===== config.mk =====
export PLATFORM = sky130hd
export DESIGN_NAME = cu_mc
export DESIGN_NICKNAME = d
export VERILOG_FILES = /design/src/rtl/cu_pkg.sv /design/src/rtl/cu_decode.sv /design/src/rtl/cu_mc.sv
export SDC_FILE = /design/constraint.sdc
export NUM_CORES = 1
export LEC_CHECK = 0
export CAP_MARGIN = 15
export CORE_MARGIN = 5
export CORE_UTILIZATION = 45
export DETAILED_ROUTE_END_ITERATION = 12
export HOLD_SLACK_MARGIN = 0.1
export PLACE_DENSITY = 0.83
export REMOVE_ABC_BUFFERS = 1
export SLEW_MARGIN = 5
export SYNTH_ARGS = -nofsm -noshare
export SYNTH_HDL_FRONTEND = slang
export SYNTH_HIERARCHICAL = 1
export SYNTH_SLANG_ARGS = --single-unit

===== constraint.sdc =====
create_clock -name clk -period 1.6 [get_ports clk]
set_clock_uncertainty 0.05 [all_clocks]
set_input_delay 0.32 -clock clk [delete_from_list [all_inputs] [get_ports clk]]
set_output_delay 0.32 -clock clk [all_outputs]
set_load 0.01 [all_outputs]

===== src/rtl/cu_pkg.sv =====
// Shared types and encodings for the multi-cycle control unit.
// Opcodes, ALU function codes, PC source selects and FSM states.
package cu_pkg;

    typedef enum logic [2:0] {
        ST_FETCH,
        ST_DECODE,
        ST_EXEC,
        ST_MEM,
        ST_WB,
        ST_HALT
    } state_e;

    typedef enum logic [3:0] {
        CL_ALU,
        CL_LB,
        CL_LW,
        CL_SW,
        CL_BEQ,
        CL_BLT,
        CL_BGT,
        CL_JMP,
        CL_HALT
    } class_e;

    localparam logic [3:0] OP_HALT  = 4'b0000;
    localparam logic [3:0] OP_JMP   = 4'b0001;
    localparam logic [3:0] OP_BLT   = 4'b0100;
    localparam logic [3:0] OP_BEQ   = 4'b0101;
    localparam logic [3:0] OP_BGT   = 4'b0110;
    localparam logic [3:0] OP_ANDI  = 4'b1000;
    localparam logic [3:0] OP_ORI   = 4'b1001;
    localparam logic [3:0] OP_ADDI  = 4'b1010;
    localparam logic [3:0] OP_LB    = 4'b1011;
    localparam logic [3:0] OP_LW    = 4'b1100;
    localparam logic [3:0] OP_SW    = 4'b1101;
    localparam logic [3:0] OP_RTYPE = 4'b1111;

    localparam logic [3:0] FC_ADD = 4'b0000;
    localparam logic [3:0] FC_CMP = 4'b0001;
    localparam logic [3:0] FC_AND = 4'b0100;
    localparam logic [3:0] FC_OR  = 4'b0101;
    localparam logic [3:0] FC_SLT = 4'b0111;
    localparam logic [3:0] FC_SHL = 4'b1000;

    localparam logic [1:0] PC_INC = 2'b00;
    localparam logic [1:0] PC_BR  = 2'b01;
    localparam logic [1:0] PC_JMP = 2'b10;

endpackage


===== src/rtl/cu_decode.sv =====
// Combinational instruction decoder: opcode/fc to instruction class,
// ALU controls and a legality flag.
import cu_pkg::*;

module cu_decode #(
    parameter int INSTR_W = 16,
    parameter int FC_W    = 4
) (
    input  logic [INSTR_W-1:0] instr,
    output class_e             cls,
    output logic [FC_W-1:0]    alu_fc,
    output logic               alu_imm,
    output logic               imm_sext,
    output logic               legal
);

    logic [3:0]      op;
    logic [FC_W-1:0] fc;
    logic            fc_ok;
    logic            unused_instr;

    assign op = instr[INSTR_W-1 -: 4];
    assign fc = instr[FC_W-1:0];
    assign unused_instr = ^instr;

    assign fc_ok = (fc == FC_W'(FC_ADD)) || (fc == FC_W'(FC_CMP)) ||
                   (fc == FC_W'(FC_AND)) || (fc == FC_W'(FC_OR))  ||
                   (fc == FC_W'(FC_SLT)) || (fc == FC_W'(FC_SHL));

    always_comb begin
        cls      = CL_HALT;
        alu_fc   = '0;
        alu_imm  = 1'b0;
        imm_sext = 1'b0;
        legal    = 1'b1;
        unique case (op)
            OP_RTYPE: begin
                cls    = CL_ALU;
                alu_fc = fc;
                legal  = fc_ok;
            end
            OP_ANDI: begin
                cls     = CL_ALU;
                alu_fc  = FC_W'(FC_AND);
                alu_imm = 1'b1;
            end
            OP_ORI: begin
                cls     = CL_ALU;
                alu_fc  = FC_W'(FC_OR);
                alu_imm = 1'b1;
            end
            OP_ADDI: begin
                cls      = CL_ALU;
                alu_fc   = FC_W'(FC_ADD);
                alu_imm  = 1'b1;
                imm_sext = 1'b1;
            end
            OP_LB, OP_LW, OP_SW: begin
                cls      = (op == OP_LB) ? CL_LB :
                           (op == OP_LW) ? CL_LW : CL_SW;
                alu_fc   = FC_W'(FC_ADD);
                alu_imm  = 1'b1;
                imm_sext = 1'b1;
            end
            OP_BEQ, OP_BLT, OP_BGT: begin
                cls    = (op == OP_BEQ) ? CL_BEQ :
                         (op == OP_BLT) ? CL_BLT : CL_BGT;
                alu_fc = FC_W'(FC_CMP);
            end
            OP_JMP:  cls = CL_JMP;
            OP_HALT: cls = CL_HALT;
            default: legal = 1'b0;
        endcase
    end

endmodule


===== src/rtl/cu_mc.sv =====
// Multi-cycle control unit: FETCH/DECODE/EXEC/MEM/WB sequencer with
// memory timeout and sticky halt/trap flags.
import cu_pkg::*;

module cu_mc #(
    parameter int INSTR_W     = 16,
    parameter int FC_W        = 4,
    parameter int MEM_TIMEOUT = 15
) (
    input  logic               clk,
    input  logic               rst_n,
    input  logic [INSTR_W-1:0] instr,
    input  logic               mem_ready,
    input  logic [3:0]         cmp_flags,
    output logic               mem_req,
    output logic               mem_we,
    output logic               mem_byte,
    output logic               ir_write,
    output logic               pc_write,
    output logic [1:0]         pc_src,
    output logic [FC_W-1:0]    alu_fc,
    output logic               alu_imm,
    output logic               imm_sext,
    output logic               reg_write,
    output logic               wb_sel,
    output logic               halted,
    output logic               trap
);

    localparam int CNT_W = $clog2(MEM_TIMEOUT + 1);

    state_e          state_q, state_d;
    class_e          cls_q, cls_d;
    logic [FC_W-1:0] fc_q, fc_d;
    logic            imm_q, imm_d;
    logic            sext_q, sext_d;
    logic [CNT_W-1:0] cnt_q, cnt_d;
    logic            halted_q, halted_d;
    logic            trap_q, trap_d;

    class_e          dec_cls;
    logic [FC_W-1:0] dec_fc;
    logic            dec_imm;
    logic            dec_sext;
    logic            dec_legal;

    logic [CNT_W-1:0] cnt_inc;
    logic            timeout;
    logic            take;
    logic            unused_zero;

    cu_decode #(
        .INSTR_W (INSTR_W),
        .FC_W    (FC_W)
    ) u_decode (
        .instr    (instr),
        .cls      (dec_cls),
        .alu_fc   (dec_fc),
        .alu_imm  (dec_imm),
        .imm_sext (dec_sext),
        .legal    (dec_legal)
    );

    assign cnt_inc     = cnt_q + CNT_W'(1);
    assign timeout     = (cnt_inc == CNT_W'(MEM_TIMEOUT));
    assign unused_zero = cmp_flags[0];

    // cmp_flags = {lt, gt, eq, zero}
    assign take = ((cls_q == CL_BEQ) && cmp_flags[1]) ||
                  ((cls_q == CL_BLT) && cmp_flags[3]) ||
                  ((cls_q == CL_BGT) && cmp_flags[2]);

    always_comb begin
        state_d  = state_q;
        cls_d    = cls_q;
        fc_d     = fc_q;
        imm_d    = imm_q;
        sext_d   = sext_q;
        cnt_d    = cnt_q;
        halted_d = halted_q;
        trap_d   = trap_q;
        unique case (state_q)
            ST_FETCH, ST_MEM: begin
                if (mem_ready) begin
                    cnt_d = '0;
                    if (state_q == ST_FETCH)
                        state_d = ST_DECODE;
                    else if (cls_q == CL_SW)
                        state_d = ST_FETCH;
                    else
                        state_d = ST_WB;
                end else begin
                    cnt_d = cnt_inc;
                    if (timeout) begin
                        state_d = ST_HALT;
                        trap_d  = 1'b1;
                    end
                end
            end
            ST_DECODE: begin
                cls_d  = dec_cls;
                fc_d   = dec_fc;
                imm_d  = dec_imm;
                sext_d = dec_sext;
                if (!dec_legal) begin
                    state_d = ST_HALT;
                    trap_d  = 1'b1;
                end else if (dec_cls == CL_HALT) begin
                    state_d  = ST_HALT;
                    halted_d = 1'b1;
                end else begin
                    state_d = ST_EXEC;
                end
            end
            ST_EXEC: begin
                cnt_d = '0;
                unique case (cls_q)
                    CL_ALU:               state_d = ST_WB;
                    CL_LB, CL_LW, CL_SW:  state_d = ST_MEM;
                    default:              state_d = ST_FETCH;
                endcase
            end
            ST_WB: begin
                cnt_d   = '0;
                state_d = ST_FETCH;
            end
            default: state_d = ST_HALT;
        endcase
    end

    always_ff @(posedge clk or negedge rst_n) begin
        if (!rst_n) begin
            state_q  <= ST_FETCH;
            cls_q    <= CL_HALT;
            fc_q     <= '0;
            imm_q    <= 1'b0;
            sext_q   <= 1'b0;
            cnt_q    <= '0;
            halted_q <= 1'b0;
            trap_q   <= 1'b0;
        end else begin
            state_q  <= state_d;
            cls_q    <= cls_d;
            fc_q     <= fc_d;
            imm_q    <= imm_d;
            sext_q   <= sext_d;
            cnt_q    <= cnt_d;
            halted_q <= halted_d;
            trap_q   <= trap_d;
        end
    end

    // Strobes are forced low while reset is held so a stalled request
    // or write cannot leak past an asynchronous reset.
    always_comb begin
        mem_req   = 1'b0;
        mem_we    = 1'b0;
        mem_byte  = 1'b0;
        ir_write  = 1'b0;
        pc_write  = 1'b0;
        pc_src    = PC_INC;
        alu_fc    = '0;
        alu_imm   = 1'b0;
        imm_sext  = 1'b0;
        reg_write = 1'b0;
        wb_sel    = 1'b0;
        if (rst_n) begin
            unique case (state_q)
                ST_FETCH: begin
                    mem_req = 1'b1;
                    if (mem_ready) begin
                        ir_write = 1'b1;
                        pc_write = 1'b1;
                        pc_src   = PC_INC;
                    end
                end
                ST_EXEC: begin
                    alu_fc   = fc_q;
                    alu_imm  = imm_q;
                    imm_sext = sext_q;
                    if (cls_q == CL_JMP) begin
                        pc_write = 1'b1;
                        pc_src   = PC_JMP;
                    end else if (take) begin
                        pc_write = 1'b1;
                        pc_src   = PC_BR;
                    end
                end
                ST_MEM: begin
                    mem_req  = 1'b1;
                    mem_we   = (cls_q == CL_SW);
                    mem_byte = (cls_q == CL_LB);
                end
                ST_WB: begin
                    reg_write = 1'b1;
                    wb_sel    = (cls_q == CL_LB) || (cls_q == CL_LW);
                end
                default: ;
            endcase
        end
    end

    assign halted = halted_q;
    assign trap   = trap_q;

endmodule


==> results.cfg, run 1 <==
[clock_tree]
cts_root_buf = clkbuf_4
ctsHoldBuffers = 0
clk_pin_slew_ns = 0.11
worstSkewPairLatency_ns = 0.30
cts_tree = done
numCtsBuffers = 3
htreeDepth = 1
clock_tree.buffer_depth = 2
clk_sink_count = 19

[yosys]
postSynthAreaPerCell_um2 = 8.51
netlist_area_um2 = 1510
synth-seq-cells = 19
yosysSeqAreaShare = 0.316
async_reset_ff_frac = 1.00
post_synth_num_cell_types = 54
number_of_enable_flip_flop_cells_after_synthesis = 0
synthesis.yosys.warnings = 6
postSynth.topFlopCell = dfrtp_1
postSynthCellCount = 177

[placed_design]
routabilityCongestion = 0.843
place.port_buffers = 30
dp_cells = 285
dp_hpwl_mm = 3.06
placement.cell_area_um2 = 2120
dp_slack_ns = -0.778

[power]
max_rail_drop_vdd_v = 0.000530
power.density_cell_area_nw_per_um2 = 1300
leakage_nw = 1.09
post-layout-total-power_mw = 3.14

[floorplanning]
core_area_um2 = 3280
placement_rows = 21
die_area_um2 = 4600
initial_utilization = 0.459
die_wd_um = 67.9
top_level_pins = 40
die_extent_in_y_um = 67.9

[detailed_routing]
drtIter0Drc = 136
post_drt_wl_per_cell_um = 15.9
drt_wl_total_mm = 4.76
post-route-drc-count = 0
viasPerCell = 5.45
drt_pre_antenna_iters = 4
dr_total_vias = 1629
antenna_left = 0

[timing]
fmax_ghz = 0.551
min_period_over_period = 1.13
final_period_demand_of_the_worst_path_ns = 1.81
fin_worst_hold_slack_ns = 0.150
finalHoldViolCount = 0
fin_setup_tns_ns = -2.86
final-setup-viol-count = 16
slew-limit-headroom = 0.766
rsz0062_at_grt = true
worst_pin_slew_ns = 0.350
drv_slew = 0
fin_worst_setup_slack_ns = -0.215

[cells_and_area]
final_core_util = 0.734
postLayoutCellArea_um2 = 2410
drive_above_1_share = 0.530
design.final.nets = 279
area_growth_pct = 60.0
n_antenna_cell = 0
finish.cell_count_without_fillers = 299

[worst_setup_path]
class_of_the_most_critical_setup_path = reg -> out
slowest_delay_ns = 0.44
crit_path_start_kind = flip-flop
cp_cell_sequence = nand2b_4, nor2_4, buf_6, and3_4, buf_6
worst_setup_path_startpoint = state_q[2]
critical_path.reg2reg.startpoint = state_q[1]
worst-endpoint-required_ns = 1.23
cp_max_fo = 6
critical_path_most_common_cell = buf_6
crit_arrival_ns = 1.44
critPathSlowestCell = dfrtp_1
critical_path.endpoint_type = output pin

[global_routing]
global_route_wire_length_before_repair_mm = 7.25
global_route.usage.total = 0.206
grt_start_max_net_pins = 17
antenna_found_initial = 0
gr-total-overflow = 0
number_of_global_route_vias_before_repair = 1601

[worst_hold_path]
hold_class = in -> async

[status]
failed_checks = negative setup slack
outcome = complete, but fails checks

[flow_run]
drv.max_cap_violation_count = 0
cells in the final DEF, fill, tap and decap left out, types with 3 or more instances in the layout:
| cell | synthesis | routed |
|---|---|---|
| a21oi_1 | 6 | 5 |
| and3_4 | 0 | 7 |
| buf_2 | 7 | 11 |
| buf_4 | 2 | 44 |
| buf_6 | 2 | 20 |
| clkbuf_4 | 0 | 3 |
| clkdlybuf4s50_1 | 0 | 4 |
| dfrtp_1 | 18 | 17 |
| dlygate4sd2_1 | 0 | 3 |
| inv_1 | 4 | 4 |
| mux2_2 | 10 | 9 |
| nand2_1 | 16 | 15 |
| nand3_1 | 4 | 4 |
| nand3b_1 | 3 | 3 |
| nor2_1 | 20 | 15 |
| nor2_2 | 1 | 3 |
| nor2_4 | 0 | 3 |
| nor2b_2 | 0 | 3 |
| nor3b_1 | 5 | 3 |
| o21ai_0 | 10 | 6 |
| o21ai_1 | 2 | 6 |
| or3_1 | 4 | 4 |
kinds of logic (layout without fill, tap and decap cells):
| kind of cell | count (synthesis) | after routing | share of synthesized area |
|---|---|---|---|
| xor+xnor | 4 | 4 | 0.0233 |
| fa+ha+maj | 2 | 2 | 0.0166 |
| compound gates | 42 | 42 | 0.198 |
| mux | 11 | 11 | 0.0814 |
| flops | 19 | 19 | 0.316 |
| simple gates | 79 | 79 | 0.293 |
| buf+inv | 20 | 96 | 0.0714 |
critical path, delay by kind of cell (launching register included):
family                 cells  cell delay, ns
and+or+nand+nor            3            0.48
DFF                        1            0.44
buffers and inverters      2            0.24
area by class of cell:
type / count / area, um^2
multi-input combinational: 138 / 1100
fill: 249 / 875
timing repair buffer: 86 / 724
sequential: 19 / 478
tap: 46 / 57.6
clock buffer: 3 / 22.5
inverter: 6 / 22.5
clock inverter: 1 / 5.00
where the power goes:
| group | total, mW | switching (mW) | leakage [nW] | internal, mW |
|---|---|---|---|---|
| Combinational | 2.10 | 0.987 | 0.837 | 1.11 |
| Clock | 0.253 | 0.159 | 0.0177 | 0.0932 |
| Sequential | 0.788 | 0.134 | 0.237 | 0.653 |
| Total | 3.14 | 1.28 | 1.09 | 1.85 |
worst paths after layout:
check / endpoint / slack (ns) / cells past startpoint
setup reg to reg: state_q[2] / -0.05 / 6
setup / recovery: alu_fc[3] / -0.21 / 5
hold / removal: cls_q[1] / 0.15 / 2
hold reg to reg: trap / 0.45 / 2
max in group asynchronous: state_q[1] / 1.10 / 2
min in group clk: fc_q[3] / 0.44 / 3
registers in the layout, summed over array words and instances, names as in the netlist:
name and flops:
fc_q 4, imm_q 1, state_q 3, cnt_q 4, sext_q 1, trap 1
halted 1, cls_q 4
Yosys cell counts, types with 2 or more instances:
| cell | number | share of area |
|---|---|---|
| a21boi_0 | 2 | 0.010 |
| a21oi_1 | 6 | 0.020 |
| a221o_1 | 2 | 0.013 |
| a32o_1 | 3 | 0.020 |
| and3_1 | 8 | 0.033 |
| and4_1 | 2 | 0.012 |
| buf_2 | 7 | 0.023 |
| buf_4 | 2 | 0.010 |
| buf_6 | 2 | 0.015 |
| clkbuf_1 | 2 | 0.0050 |
| dfrtp_1 | 18 | 0.30 |
| ha_1 | 2 | 0.017 |
| inv_1 | 4 | 0.010 |
| inv_2 | 2 | 0.0050 |
| mux2_2 | 10 | 0.075 |
| nand2_1 | 16 | 0.040 |
| nand2b_1 | 3 | 0.012 |
| nand3_1 | 4 | 0.013 |
| nand3b_1 | 3 | 0.015 |
| nor2_1 | 20 | 0.050 |
| nor2b_1 | 3 | 0.012 |
| nor3_1 | 2 | 0.0066 |
| nor3b_1 | 5 | 0.025 |
| o211ai_1 | 2 | 0.010 |
| o21ai_0 | 10 | 0.033 |
| o21ai_1 | 2 | 0.0066 |
| o31ai_1 | 2 | 0.010 |
| o41ai_1 | 2 | 0.012 |
| or3_1 | 4 | 0.017 |
| xnor2_1 | 2 | 0.012 |
| xor2_1 | 2 | 0.012 |
routing by layer:
layer | vias to the layer above | GRT usage | wire, um
met1 | 775 | 0.251 | 1970
met4 | 0 | 0.0447 | 89
met3 | 10 | 0.0263 | 213
li1 | 789 | - | -
met2 | 55 | 0.384 | 2500
met5 | - | 0 | 0
repair_timing:
item | CTS | global route
gates cloned | 0 | 0
endpoints found under the hold margin | 0 | 0
gates resized for setup | 111 | 49
pin swaps | 10 | 15
setup endpoints to repair | 25 | 29
setup buffers | 5 | 6
Power figures use the tool's default switching activity.
==> inputs of run 2 (changes only) <==
--- a/config.mk
+++ b/config.mk
@@ -5,13 +5,13 @@
 export SDC_FILE = /design/constraint.sdc
 export NUM_CORES = 1
 export LEC_CHECK = 0
-export CAP_MARGIN = 15
 export CORE_MARGIN = 5
 export CORE_UTILIZATION = 45
 export DETAILED_ROUTE_END_ITERATION = 12
 export HOLD_SLACK_MARGIN = 0.1
 export PLACE_DENSITY = 0.83
 export REMOVE_ABC_BUFFERS = 1
+export SETUP_SLACK_MARGIN = 0.02
 export SLEW_MARGIN = 5
 export SYNTH_ARGS = -nofsm -noshare
 export SYNTH_HDL_FRONTEND = slang
==> run 2 against run 1 <==
  * The run still ends with negative setup slack left
  * Combinational power is essentially flat
  * Final cell count grew 0.67%
  * Maximum frequency grew 0.24%
  * Die area is the same
  * Largest cell class unchanged
==> results.cfg, run 2 (same netlist as run 1, synthesis figures left out) <==
[timing]
rsz0062_at_grt = true
slew-limit-headroom = 0.766
min_period_over_period = 1.13
drv_slew = 0
fin_setup_tns_ns = -2.79
fin_worst_hold_slack_ns = 0.155
fin_worst_setup_slack_ns = -0.210
fmax_ghz = 0.552
finalHoldViolCount = 0
final-setup-viol-count = 16
final_period_demand_of_the_worst_path_ns = 1.81
worst_pin_slew_ns = 0.350

[floorplanning]
die_wd_um = 67.9
core_area_um2 = 3280
placement_rows = 21
die_extent_in_y_um = 67.9
initial_utilization = 0.459
top_level_pins = 40
die_area_um2 = 4600

[power]
power.density_cell_area_nw_per_um2 = 1290
max_rail_drop_vdd_v = 0.000530
leakage_nw = 1.10
post-layout-total-power_mw = 3.15

[worst_setup_path]
class_of_the_most_critical_setup_path = reg -> out
cp_cell_sequence = nand2b_4, nor2_4, buf_6, and3_4, buf_6
critical_path_most_common_cell = buf_6
slowest_delay_ns = 0.43
crit_path_start_kind = flip-flop
worst-endpoint-required_ns = 1.23
cp_max_fo = 6
critical_path.endpoint_type = output pin
critPathTopFamily = simple AND/OR/NAND/NOR gates
cp_num_buf_inv = 2
critPathSlowestCell = dfrtp_1
crit_arrival_ns = 1.44

[cells_and_area]
layout_commonest_cell = buf_4
drive_above_1_share = 0.541
area_growth_pct = 61.8
reg_top3 = cls_q x4, cnt_q x4, fc_q x4
design.final.nets = 281
mostFrequentLayoutCells = buf_4, buf_6, dfrtp_1
n_antenna_cell = 0

[clock_tree]
clock_tree.buffer_depth = 2
worstSkewPairLatency_ns = 0.30
clk_pin_slew_ns = 0.11
numCtsBuffers = 3
ctsHoldBuffers = 0
htreeDepth = 1
cts_tree = done
cts_root_buf = clkbuf_4
clk_sink_count = 19

[global_routing]
global_route_wire_length_before_repair_mm = 7.26
grt_start_max_net_pins = 17
global_route.usage.total = 0.206
number_of_global_route_vias_before_repair = 1599
antenna_found_initial = 0
gr-total-overflow = 0

[flow_run]
drv.max_cap_violation_count = 0

[detailed_routing]
drt_wl_total_mm = 4.80
viasPerCell = 5.50
dr_total_vias = 1656
drt_pre_antenna_iters = 4
drtIter0Drc = 133
post_drt_wl_per_cell_um = 16.0
antenna_left = 0
post-route-drc-count = 0

[placed_design]
dp_hpwl_mm = 3.06
routabilityCongestion = 0.843
dp_slack_ns = -0.778
place.port_buffers = 30

[worst_hold_path]
hold_class = in -> async

[status]
failed_checks = negative setup slack
outcome = complete, but fails checks
-- run 2: path summary, 6_finish.rpt --
| kind | startpoint | end | slack, ns | cells after the start |
|---|---|---|---|---|
| max in group asynchronous | rst_n | state_q[1] | 1.09 | 2 |
| worst min-delay path | rst_n | cls_q[0] | 0.15 | 2 |
| worst max-delay path | state_q[2] | alu_fc[3] | -0.21 | 5 |
| worst min register to register | trap | trap | 0.46 | 2 |
| min in group clk | instr[3] | fc_q[3] | 0.44 | 3 |
| worst max register to register | state_q[1] | state_q[2] | -0.05 | 6 |
-- run 2: layout make-up --
| type | instances | area (um^2) |
|---|---|---|
| fill | 246 | 847 |
| tap | 46 | 57.6 |
| multi-input combinational | 138 | 1100 |
| inverter | 6 | 22.5 |
| timing repair buffer | 88 | 748 |
| sequential | 19 | 479 |
| clock buffer | 3 | 22.5 |
| clock inverter | 1 | 5.00 |
-- run 2: where the power goes --
part,total (mW),switching [mW],internal [mW],leakage (nW)
clock network,0.249,0.156,0.0931,0.0177
logic,2.11,0.989,1.12,0.847
registers,0.790,0.137,0.653,0.235
-- run 2: metrics by stage --
stage	std cells	instance area (um^2)	utilization
6_report	301	2440	0.742
5_1_grt	301	2440	0.742
4_1_cts	294	2220	0.677
3_5_place_dp	285	2120	0.647
3_3_place_gp	285	2120	0.647
2_1_floorplan	163	1420	-
-- run 2: repair_timing --
item	4_1_cts	5_1_grt
resized for setup	114	51
endpoints found under the setup margin	25	29
pin swaps	10	15
buffers inserted	5	8
cloned	0	0
-- run 2: per-layer routing --
metal | vias up | share of wire | wire length (um) | GRT usage
met5 | - | 0 | 0 | 0
met4 | 0 | 0.012 | 59 | 0.0447
met3 | 6 | 0.048 | 229 | 0.0263
met1 | 790 | 0.41 | 1950 | 0.253
met2 | 68 | 0.53 | 2560 | 0.383
li1 | 792 | - | - | -
